**config.mk**
```make
export PLATFORM = sky130hd
export DESIGN_NAME = branch_flush_unit
export DESIGN_NICKNAME = d
export VERILOG_FILES = /design/src/rtl/branch_flush_unit_pkg.sv /design/src/rtl/branch_flush_unit_bht_ram.sv /design/src/rtl/branch_flush_unit.sv
export SDC_FILE = /design/constraint.sdc
export NUM_CORES = 1
export LEC_CHECK = 0
export CELL_PAD_IN_SITES_DETAIL_PLACEMENT = 0
export CELL_PAD_IN_SITES_GLOBAL_PLACEMENT = 1
export CORE_MARGIN = 2
export CORE_UTILIZATION = 32
export DETAILED_ROUTE_END_ITERATION = 6
export GPL_ROUTABILITY_DRIVEN = 0
export PLACE_DENSITY = 0.7
export SYNTH_ARGS = -nofsm -noshare
export SYNTH_HDL_FRONTEND = slang
export SYNTH_SLANG_ARGS = --single-unit
```
**constraint.sdc**
```tcl
create_clock -name clk -period 22.5 [get_ports clk]
set_clock_uncertainty 0.05 [all_clocks]
set_input_delay 3.375 -clock clk [delete_from_list [all_inputs] [get_ports clk]]
set_output_delay 3.375 -clock clk [all_outputs]
set_load 0.02 [all_outputs]
```
**src/rtl/branch_flush_unit_pkg.sv**
```systemverilog
// Shared types and counter helpers for the branch predictor:
// the 2-bit saturating counter encoding and its update/prediction functions.
package bp_pkg;

  typedef enum logic [1:0] {
    SNT = 2'b00,
    WNT = 2'b01,
    WT  = 2'b10,
    ST  = 2'b11
  } bht_ctr_t;

  localparam bht_ctr_t BHT_RESET = WNT;

  // Saturating step toward the observed outcome
  function automatic bht_ctr_t ctr_next(input bht_ctr_t ctr, input logic taken);
    bht_ctr_t nxt;
    case (ctr)
      SNT:     nxt = taken ? WNT : SNT;
      WNT:     nxt = taken ? WT  : SNT;
      WT:      nxt = taken ? ST  : WNT;
      ST:      nxt = taken ? ST  : WT;
      default: nxt = BHT_RESET;
    endcase
    return nxt;
  endfunction

  function automatic logic ctr_pred(input bht_ctr_t ctr);
    return ctr[1];
  endfunction

endpackage

```
**src/rtl/branch_flush_unit_bht_ram.sv**
```systemverilog
// Branch history table: one asynchronous read port for fetch and one
// synchronous read-modify-write update port; every entry resets to WNT.
module bht_ram
  import bp_pkg::*;
#(
  parameter int INDEX_BITS = 6
) (
  input  logic                  clk,
  input  logic                  rst,
  input  logic [INDEX_BITS-1:0] rd_idx,
  output bht_ctr_t              rd_ctr,
  input  logic                  upd_en,
  input  logic [INDEX_BITS-1:0] upd_idx,
  input  logic                  upd_taken
);

  localparam int ENTRIES = 1 << INDEX_BITS;

  bht_ctr_t mem [ENTRIES];

  // Fetch sees the stored value only; an update in the same cycle lands after the edge
  assign rd_ctr = mem[rd_idx];

  // Counter array with asynchronous clear of every entry
  always_ff @(posedge clk or posedge rst) begin
    if (rst) begin
      for (int i = 0; i < ENTRIES; i++) begin
        mem[i] <= BHT_RESET;
      end
    end else if (upd_en) begin
      mem[upd_idx] <= ctr_next(mem[upd_idx], upd_taken);
    end
  end

endmodule

```
**src/rtl/branch_flush_unit.sv**
```systemverilog
// Branch predictor front end plus misprediction flush generator: predicts at
// fetch, resolves in EX, and emits a one-cycle flush pulse with redirect PC.
module branch_flush_unit
  import bp_pkg::*;
#(
  parameter int INDEX_BITS = 6,
  parameter int XLEN       = 32
) (
  input  logic            clk,
  input  logic            rst_BF,
  input  logic [XLEN-1:0] fetch_pc,
  input  logic            fetch_is_branch,
  input  logic [XLEN-1:0] fetch_target,
  output logic            pred_taken,
  output logic [XLEN-1:0] pred_pc,
  input  logic            ex_valid,
  input  logic [XLEN-1:0] ex_pc,
  input  logic            ex_taken,
  input  logic [XLEN-1:0] ex_target,
  input  logic            ex_pred_taken,
  output logic            rst_out,
  output logic [XLEN-1:0] redirect_pc,
  output logic [31:0]     branch_count,
  output logic [31:0]     mispredict_count
);

  localparam logic [XLEN-1:0] PC_STEP   = XLEN'(4'd4);
  localparam logic [31:0]     COUNT_MAX = 32'hFFFF_FFFF;

  bht_ctr_t  fetch_ctr;
  logic      accepted;
  logic      mispredict;
  logic [XLEN-1:0] correct_pc;

  bht_ram #(
    .INDEX_BITS (INDEX_BITS)
  ) u_bht (
    .clk       (clk),
    .rst       (rst_BF),
    .rd_idx    (fetch_pc[INDEX_BITS+1:2]),
    .rd_ctr    (fetch_ctr),
    .upd_en    (accepted),
    .upd_idx   (ex_pc[INDEX_BITS+1:2]),
    .upd_taken (ex_taken)
  );

  assign pred_taken = fetch_is_branch & ctr_pred(fetch_ctr);
  assign pred_pc    = pred_taken ? fetch_target : (fetch_pc + PC_STEP);

  // A resolution arriving while the flush is high belongs to the squashed path
  assign accepted   = ex_valid & ~rst_out;
  assign mispredict = accepted & (ex_taken != ex_pred_taken);
  assign correct_pc = ex_taken ? ex_target : (ex_pc + PC_STEP);

  // Flush pulse, redirect target and saturating performance counters
  always_ff @(posedge clk or posedge rst_BF) begin
    if (rst_BF) begin
      rst_out          <= 1'b0;
      redirect_pc      <= '0;
      branch_count     <= 32'd0;
      mispredict_count <= 32'd0;
    end else begin
      rst_out <= mispredict;
      if (mispredict) begin
        redirect_pc <= correct_pc;
        if (mispredict_count != COUNT_MAX) begin
          mispredict_count <= mispredict_count + 32'd1;
        end
      end
      if (accepted && (branch_count != COUNT_MAX)) begin
        branch_count <= branch_count + 32'd1;
      end
    end
  end

endmodule

```
==> impl_metrics.tcl, run 1 <==
set metrics [dict create \
    status "finished clean" \
    cts_root_buf "clkbuf_16" \
    maxCapViolCount 0 \
    slew_headroom_pct 18.1 \
    syn_area_per_cell_um2 9.71 \
    grt_pass1_vias 10633 \
    remaining_drc_errors 0 \
    antenna_found_initial 1 \
    core_um2 38900 \
    grt-ovfl-total 0 \
    critPathLaunchType "input pin" \
    synth-seq-cells 225 \
    ys_top_cells_by_area "dfrtp_1, dfstp_2, mux4_2" \
    cp_slowest_cell "clkdlybuf4s50_1" \
    synth_cell_types 54 \
    track_usage_pct 18.8 \
    final_nets 1670 \
    fin_hold_ws_ns 0.406 \
    seq_area_frac_synth_pct 45.0 \
    worst_pin_slew_ns 1.23 \
    io_buffers 263 \
    row_count 72 \
    ir_drop_v 0.0000575 \
    hold_viol 0 \
    finalCritPeriodShare_pct 48.3 \
    cp_cell_sequence "clkdlybuf4s50_1, mux4_2, mux4_2, mux2i_1, nor3b_1, a31oi_4, mux2_2, clkdlybuf4s50_1" \
    synthDominantCellAreaShare_pct 31.7 \
    path_max_fanout 33 \
    yosysTopAreaCell "dfrtp_1" \
    finalWirelength_mm 39.1 \
    n_antenna_cell 0 \
    fin_setup_tns_ns 0 \
    postRouteAntennaNets 0 \
    powerDensity_nw_per_um2 78.2 \
    area_growth_pct 31.8 \
    fin_crit_ns 10.86 \
    ys_warn_count 0 \
    cts_setup_buffers 0 \
    viasPerCell 5.15 \
    synth_edf_count 0 \
    start_util_pct 32.6 \
    post_cts_resized 0 \
    clk_latency_ns 0.54 \
    num_io_pins 264 \
    maxSlewViolCount 0 \
    worstSetupEndpointType "output port" \
    die_area_um2 41300 \
    required_ns 19.08 \
    synthFlopType "dfrtp_1" \
    crit_type "input pin to output port" \
    fp.dieW_um 203 \
    drtIter0Drc 755 \
    cts_num_sinks 225 \
    grt_pass1_wl_mm 61.9 \
    fmax_mhz 92.0 \
    tritoncts "done" \
    vias 10669 \
    cts_inserted_buffers 26 \
    fp.dieH_um 203 \
    final_layout_size_suffix_gt1_share_pct 14.6 \
    cts.clk_slew.worst_paths_ns 0.05 \
    hold_path.class "register to register" \
    async_flop_share_pct 100 \
    finalSetupViolCount 0 \
    pre_cts_ws_ns 11.60 \
    final_cell_mix "clkdlybuf4s50_1, nand2_1, dfrtp_1" \
    netlist_area_um2 12700 \
    routedWlPerCell_um 18.9 \
    final_common_cell "clkdlybuf4s50_1" \
    synthCells 1307 \
    cts_max_path_buffers 3 \
    slowest_delay_ns 1.07 \
    firstDrtPassIters 7 \
    setup_ws_ns 11.64 \
    rsz0062_at_grt "false" \
    arrival_ns 7.44 \
    grt_max_degree 84 \
    n_fill_cell 3794 \
    cts_hold_buf 0 \
    hpwl_mm 26.8 \
    htree_levels 1 \
    p_leak_uw 0.00667 \
    syn_nets 1445 \
]
==> cell families after synthesis <==
kind of cell / after synthesis / share of synthesized area (%)
adder cells (fa/ha/maj): 6 / 0.562
flip-flops: 225 / 45.0
AND/OR/NAND/NOR: 468 / 17.6
multiplexers: 112 / 13.4
XOR/XNOR: 117 / 8.07
buffers and inverters: 117 / 3.86
AO/OA/AOI/OAI: 262 / 11.5
==> sequential cells by signal (all words and copies together) (netlist names) <==
| signal | flops |
|---|---|
| rst_out | 1 |
| u_bht.mem | 128 |
| branch_count | 32 |
| redirect_pc | 32 |
| mispredict_count | 32 |
==> critical path: cells and delay by family <==
kind                   cells  cell delay [ns]
buffers and inverters      2             1.62
AO/OA/AOI/OAI              1             0.82
multiplexers               4             1.50
AND/OR/NAND/NOR            1             0.10
==> cells in the mapped netlist, drive strengths merged, types with 7 or more instances <==
| library cell | number |
|---|---|
| mux2i | 34 |
| a21oi | 81 |
| buf | 39 |
| dfstp | 64 |
| clkbuf | 53 |
| and3 | 26 |
| nand3 | 42 |
| and4 | 11 |
| nor2 | 89 |
| inv | 25 |
| nand2 | 189 |
| xnor2 | 68 |
| a31oi | 51 |
| o21ai | 101 |
| dfrtp | 161 |
| nor3 | 24 |
| mux2 | 35 |
| xor2 | 49 |
| a22oi | 8 |
| nor4 | 15 |
| nand4 | 30 |
| mux4 | 43 |
| nor3b | 7 |
==> layout make-up <==
class	count	area (µm²)	share of cell area, %
clock inverter	7	115	0.688
inverter	25	101	0.606
tap	518	648	3.87
clock buffer	41	798	4.77
multi-input combinational	965	6540	39.1
timing repair buffer	289	2820	16.9
sequential	225	5710	34.1
==> report_power, final <==
group	switching [µW]	internal, µW	total [µW]	leakage [µW]
sequential	52.3	482	535	0.00275
clock	176	277	453	0.000444
combinational	166	154	320	0.00347
==> path summary, 6_finish.rpt <==
path                       cells past startpoint  slack [ns]              endpoint          start
setup / recovery                               8       11.64           pred_pc[24]    fetch_pc[3]
hold / removal                                 2        0.41         u_bht.mem[24]  u_bht.mem[24]
setup reg to reg                               6       19.06        u_bht.mem[105]  u_bht.mem[83]
hold reg to reg                                2        0.41         u_bht.mem[24]  u_bht.mem[24]
max in group asynchronous                      3       17.75       branch_count[2]         rst_BF
min in group asynchronous                      2        3.27  mispredict_count[15]         rst_BF
==> through the flow <==
step / total power, µW / cells / utilization (%) / cell area [µm²]
3_5_place_dp: 863 / 2022 / 40.7 / 15800
5_1_grt: 1370 / 2070 / 43.0 / 16700
4_1_cts: 1320 / 2070 / 43.0 / 16700
2_1_floorplan: 722 / 1307 / - / 12700
6_report: 1310 / 2070 / 43.0 / 16700
3_3_place_gp: 859 / 2022 / 40.7 / 15800
==> metal layers <==
metal  GRT usage, %  routed length, µm
met5              0                 13
met4           5.14               1030
met3           3.13               2010
met2           31.2              18700
met1           25.3              17400
Power figures use the tool's default switching activity.
==> inputs of run 2 (changes only) <==
--- a/config.mk
+++ b/config.mk
@@ -11,7 +11,7 @@
 export CORE_UTILIZATION = 32
 export DETAILED_ROUTE_END_ITERATION = 6
 export GPL_ROUTABILITY_DRIVEN = 0
-export PLACE_DENSITY = 0.7
+export PLACE_DENSITY = 0.72
 export SYNTH_ARGS = -nofsm -noshare
 export SYNTH_HDL_FRONTEND = slang
 export SYNTH_SLANG_ARGS = --single-unit
==> constraint.sdc (replaced) <==
create_clock -name clk -period 8.85 [get_ports clk]
set_clock_uncertainty 0.05 [all_clocks]
set_input_delay 1.3275 -clock clk [delete_from_list [all_inputs] [get_ports clk]]
set_output_delay 1.3275 -clock clk [all_outputs]
set_load 0.02 [all_outputs]
==> run 2 against run 1 <==
  * First-iteration DRC count fell by 8.3%
  * Global-route usage barely moved
  * Via count rose by 0.52%
  * Sequential power rose to 2.5 times the previous value
  * Register-to-register slack got worse by 14 ns
  * Cell count did not move
==> impl_metrics.tcl, run 2 (same netlist as run 1, synthesis figures left out) <==
set metrics [dict create \
    firstDrtPassIters 5 \
    hold_path.class "register to register" \
    worst_pin_slew_ns 1.21 \
    vias 10724 \
    seqCellArea_um2 5710 \
    dr.max_layer_used "met4" \
    cts_hold_buf 0 \
    crit_family "buffers and inverters" \
    fmax_mhz 140 \
    grt_pass1_vias 10580 \
    required_ns 7.47 \
    status "finished clean" \
    cts_root_buf "clkbuf_16" \
    grt-ovfl-total 0 \
    tritoncts "done" \
    rr_endpoint "u_bht.mem[29]" \
    remaining_drc_errors 0 \
    grt_pass1_wl_mm 61.9 \
    arrival_ns 5.75 \
    top_register "u_bht.mem" \
    final_common_cell "clkdlybuf4s50_1" \
    finalSetupViolCount 0 \
    cts_max_path_buffers 3 \
    p_leak_uw 0.00663 \
    ir_drop_v 0.000132 \
    worstHoldStart "u_bht.mem[100]" \
    final_cell_mix "clkdlybuf4s50_1, nand2_1, dfrtp_1" \
    path_max_fanout 33 \
    cts_setup_buffers 0 \
    worst-path-buf-inv 3 \
    start_util_pct 32.6 \
    met1_length_mm 17.1 \
    grt_max_degree 87 \
    num_io_pins 264 \
    slew_headroom_pct 19.3 \
    holdPathStages 2 \
    crit_type "input pin to output port" \
    finalWirelength_mm 39.2 \
    cts_num_sinks 225 \
    hpwl_mm 26.9 \
    r2r-start "u_bht.mem[25]" \
    io_buffers 263 \
    final_nets 1669 \
    rrSetupSlack_ns 5.36 \
    fp.dieW_um 203 \
    fin_setup_tns_ns 0 \
    crit_top_cell "clkdlybuf4s50_1" \
    final_layout_size_suffix_gt1_share_pct 14.6 \
    r2r_cells 6 \
    critPathLaunchType "input pin" \
    fin_crit_ns 7.12 \
    rsz0062_at_grt "false" \
    maxCapViolCount 0 \
    cts_inserted_buffers 26 \
    maxSlewViolCount 0 \
    die_area_um2 41300 \
    fp.dieH_um 203 \
    clk_latency_ns 0.56 \
    n_fill_cell 3733 \
    multi_input_comb_area_um2 6540 \
    track_usage_pct 18.8 \
    area_growth_pct 31.1 \
    dr_wl_met3_mm 2.05 \
    postRouteAntennaNets 0 \
    dr_wl_met2_mm 19.0 \
    antenna_found_initial 1 \
    min_to "u_bht.mem[100]" \
    worstSetupEndpointType "output port" \
    htree_levels 1 \
    row_count 72 \
    drtIter0Drc 692 \
    fin_hold_ws_ns 0.408 \
    cp_cell_sequence "clkdlybuf4s50_1, buf_4, mux4_2, nor2b_1, a2111oi_0, a311oi_1, a31oi_4, mux2_2, clkdlybuf4s50_1" \
    post_cts_resized 0 \
    slowest_delay_ns 1.00 \
    viasPerCell 5.18 \
    routedWlPerCell_um 18.9 \
    largest_register_ffs 128 \
    cp_slowest_cell "clkdlybuf4s50_1" \
    finalCritPeriodShare_pct 80.5 \
    core_um2 38900 \
    powerDensity_nw_per_um2 194 \
    hold_viol 0 \
    cts.clk_slew.worst_paths_ns 0.05 \
]
## run 2: where the power goes
part | internal [µW] | switching, µW
Sequential | 1230 | 135
Combinational | 392 | 425
Clock | 606 | 441
## run 2: final cells by class
class	instances	share of cell area, %
Antenna cell	1	0.0150
Tap cell	518	3.90
Sequential cell	225	34.3
Clock buffer	39	4.44
Multi-Input combinational cell	965	39.3
Clock inverter	9	0.489
Inverter	25	0.609
Timing Repair Buffer	288	16.9
## run 2: worst min-delay path, cell delays in order (launching register included)
cell	delay, ns
dfstp_2	0.36
nand2_1	0.04
o21ai_1	0.05
## run 2: how the worst max path moves through the flow
stage / cells after the start / endpoint / slack [ns] / start
6_report: 9 / pred_pc[8] / 1.73 / fetch_pc[2]
3_3_place_gp: 9 / pred_pc[30] / 1.84 / fetch_pc[2]
3_5_place_dp: 9 / pred_pc[17] / 1.66 / fetch_pc[2]
4_1_cts: 9 / pred_pc[17] / 1.67 / fetch_pc[2]
2_1_floorplan: 1 / branch_count[0] / 1.42 / rst_BF
5_1_grt: 9 / pred_pc[8] / 1.42 / fetch_pc[2]
## run 2: per-layer routing
metal  up-vias  track usage, %
li1       5155               -
met1      5207            25.2
met2       305            31.7
met3        57            2.94
met4         0            4.77
met5         -               0
## run 2: through the flow
step | setup WS [ns] | util [%] | total power, µW | cell area [µm²] | std cells
floorplan | 1.42 | - | 1840 | 12700 | 1307
global placement | 1.84 | 40.6 | 2180 | 15800 | 2021
detailed placement | 1.66 | 40.6 | 2200 | 15800 | 2021
CTS | 1.67 | 42.8 | 3260 | 16600 | 2069
global route | 1.42 | 42.8 | 3400 | 16600 | 2070
finish | 1.73 | 42.8 | 3230 | 16600 | 2070
==> inputs of run 3 (changes only) <==
--- a/config.mk
+++ b/config.mk
@@ -11,7 +11,7 @@
 export CORE_UTILIZATION = 32
 export DETAILED_ROUTE_END_ITERATION = 6
 export GPL_ROUTABILITY_DRIVEN = 0
-export PLACE_DENSITY = 0.72
+export PLACE_DENSITY = 0.7
 export SYNTH_ARGS = -nofsm -noshare
 export SYNTH_HDL_FRONTEND = slang
 export SYNTH_SLANG_ARGS = --single-unit
==> constraint.sdc (replaced) <==
create_clock -name clk -period 6.7 [get_ports clk]
set_clock_uncertainty 0.05 [all_clocks]
set_input_delay 1.005 -clock clk [delete_from_list [all_inputs] [get_ports clk]]
set_output_delay 1.005 -clock clk [all_outputs]
set_load 0.02 [all_outputs]
==> run 3 against run 2 <==
  * Critical path depth up 1
  * Worst setup slack worse by 0.70 ns
  * Register-to-register slack lost 2.2 ns
  * Non-clock buffer count rose by 7
  * Core utilization increased by 0.32 points
  * Global-route usage decreased by 0.36 points
  * Die area unchanged
  * Wire length is 0.86% lower
  * Design area grew 0.76%
  * Combinational power is 33% higher
  * Sequential share of layout area decreased by 0.26 points
  * Cell count grew 0.34%
  * Critical endpoint is now pred_pc[30]
  * Largest cell class unchanged
==> impl_metrics.tcl, run 3 (same netlist as run 1, synthesis figures left out) <==
set metrics [dict create \
    fp.dieW_um 203 \
    grt_pass1_vias 10378 \
    cts.clk_slew.worst_paths_ns 0.06 \
    cp_cell_sequence "clkdlybuf4s50_1, buf_4, mux4_2, mux4_2, mux2i_1, nor3b_1, a31oi_4, buf_4, mux2_2, clkdlybuf4s50_1" \
    core_um2 38900 \
    grt_pass1_wl_mm 60.6 \
    final_nets 1677 \
    critPathLaunchType "input pin" \
    firstDrtPassIters 5 \
    maxSlewViolCount 0 \
    maxCapViolCount 0 \
    htree_levels 1 \
    finalSetupViolCount 0 \
    fmax_mhz 176 \
    cts_root_buf "clkbuf_16" \
    track_usage_pct 18.4 \
    largest_register_ffs 128 \
    seqCellArea_um2 5710 \
    slew_headroom_pct 19.7 \
    required_ns 5.64 \
    row_count 72 \
    cts_num_sinks 225 \
    status "finished clean" \
    cp_slowest_cell "mux4_2" \
    hpwl_mm 27.4 \
    routedWlPerCell_um 18.7 \
    crit_type "input pin to output port" \
    cts_hold_buf 0 \
    fp.dieH_um 203 \
    dr_wl_met2_mm 18.9 \
    met1_length_mm 17.1 \
    powerDensity_nw_per_um2 258 \
    hold_viol 0 \
    viasPerCell 5.16 \
    fin_crit_ns 5.67 \
    num_io_pins 264 \
    post-route-util_pct 43.1 \
    path_max_fanout 33 \
    n_antenna_cell 0 \
    clk_latency_ns 0.54 \
    finalWirelength_mm 38.8 \
    hold_path.class "register to register" \
    grt-ovfl-total 0 \
    ir_drop_v 0.000188 \
    drtIter0Drc 689 \
    fin_cells 2077 \
    slowest_delay_ns 0.56 \
    die_area_um2 41300 \
    fin_setup_tns_ns 0 \
    worst_pin_slew_ns 1.20 \
    remaining_drc_errors 0 \
    cts_inserted_buffers 27 \
    crit_family "buffers and inverters" \
    start_util_pct 32.6 \
    worst-path-buf-inv 4 \
    area_growth_pct 32.1 \
    arrival_ns 4.62 \
    dr_wl_met3_mm 1.96 \
    dr.max_layer_used "met5" \
    vias 10712 \
    antenna_found_initial 1 \
    multi_input_comb_area_um2 6540 \
    rsz0062_at_grt "false" \
    p_leak_uw 0.00668 \
    n_fill_cell 3798 \
    postRouteAntennaNets 0 \
    final_layout_size_suffix_gt1_share_pct 14.9 \
    cts_max_path_buffers 3 \
    tritoncts "done" \
    cts_setup_buffers 0 \
    finalCritPeriodShare_pct 84.7 \
    post_cts_resized 0 \
    final_common_cell "clkdlybuf4s50_1" \
    top_register "u_bht.mem" \
    place_inst 2028 \
    io_buffers 263 \
    worstSetupEndpointType "output port" \
    final_cell_mix "clkdlybuf4s50_1, nand2_1, dfrtp_1" \
    grt_max_degree 98 \
]
-- run 3: final cells by class --
| cell class | instances | area share (%) |
|---|---|---|
| Inverter | 25 | 0.582 |
| Timing Repair Buffer | 295 | 17.3 |
| Clock buffer | 40 | 4.56 |
| Tap cell | 518 | 3.87 |
| Multi-Input combinational cell | 965 | 39.0 |
| Clock inverter | 9 | 0.604 |
| Sequential cell | 225 | 34.1 |
-- run 3: metrics by stage --
step / power [µW] / hold WS (ns) / worst slack [ns] / instance area [µm²]
2_1_floorplan: 2430 / 0.390 / 1.95 / 12700
3_3_place_gp: 2890 / 0.397 / 1.04 / 15900
3_5_place_dp: 2910 / 0.403 / 0.993 / 15900
4_1_cts: 4380 / 0.411 / 0.987 / 16800
5_1_grt: 4560 / 0.418 / 0.799 / 16800
6_report: 4320 / 0.409 / 1.03 / 16800
-- run 3: final timing paths --
| check | from | endpoint | slack (ns) | cells after the start |
|---|---|---|---|---|
| worst min-delay path | u_bht.mem[74] | u_bht.mem[74] | 0.41 | 2 |
| worst min register to register | u_bht.mem[74] | u_bht.mem[74] | 0.41 | 2 |
| max in group asynchronous | rst_BF | branch_count[28] | 4.61 | 3 |
| min in group asynchronous | rst_BF | mispredict_count[14] | 0.98 | 2 |
| worst max-delay path | fetch_pc[2] | pred_pc[30] | 1.03 | 10 |
| worst max register to register | u_bht.mem[85] | u_bht.mem[18] | 3.21 | 7 |
-- run 3: tightest hold or removal path: stages, from the launching register on --
cell and delay [ns]:
dfstp_2 0.37, nand2_1 0.04, o21ai_1 0.05
-- run 3: where the power goes --
| part | switching [µW] | internal (µW) | total (µW) |
|---|---|---|---|
| combinational | 561 | 524 | 1090 |
| clock | 579 | 864 | 1440 |
| sequential | 173 | 1620 | 1790 |
| total | 1310 | 3010 | 4320 |
-- run 3: per-layer routing --
metal / vias to the layer above / track usage (%)
li1: 5172 / -
met2: 290 / 31.0
met3: 47 / 2.97
met4: 2 / 4.67
met1: 5201 / 24.8
met5: - / 0
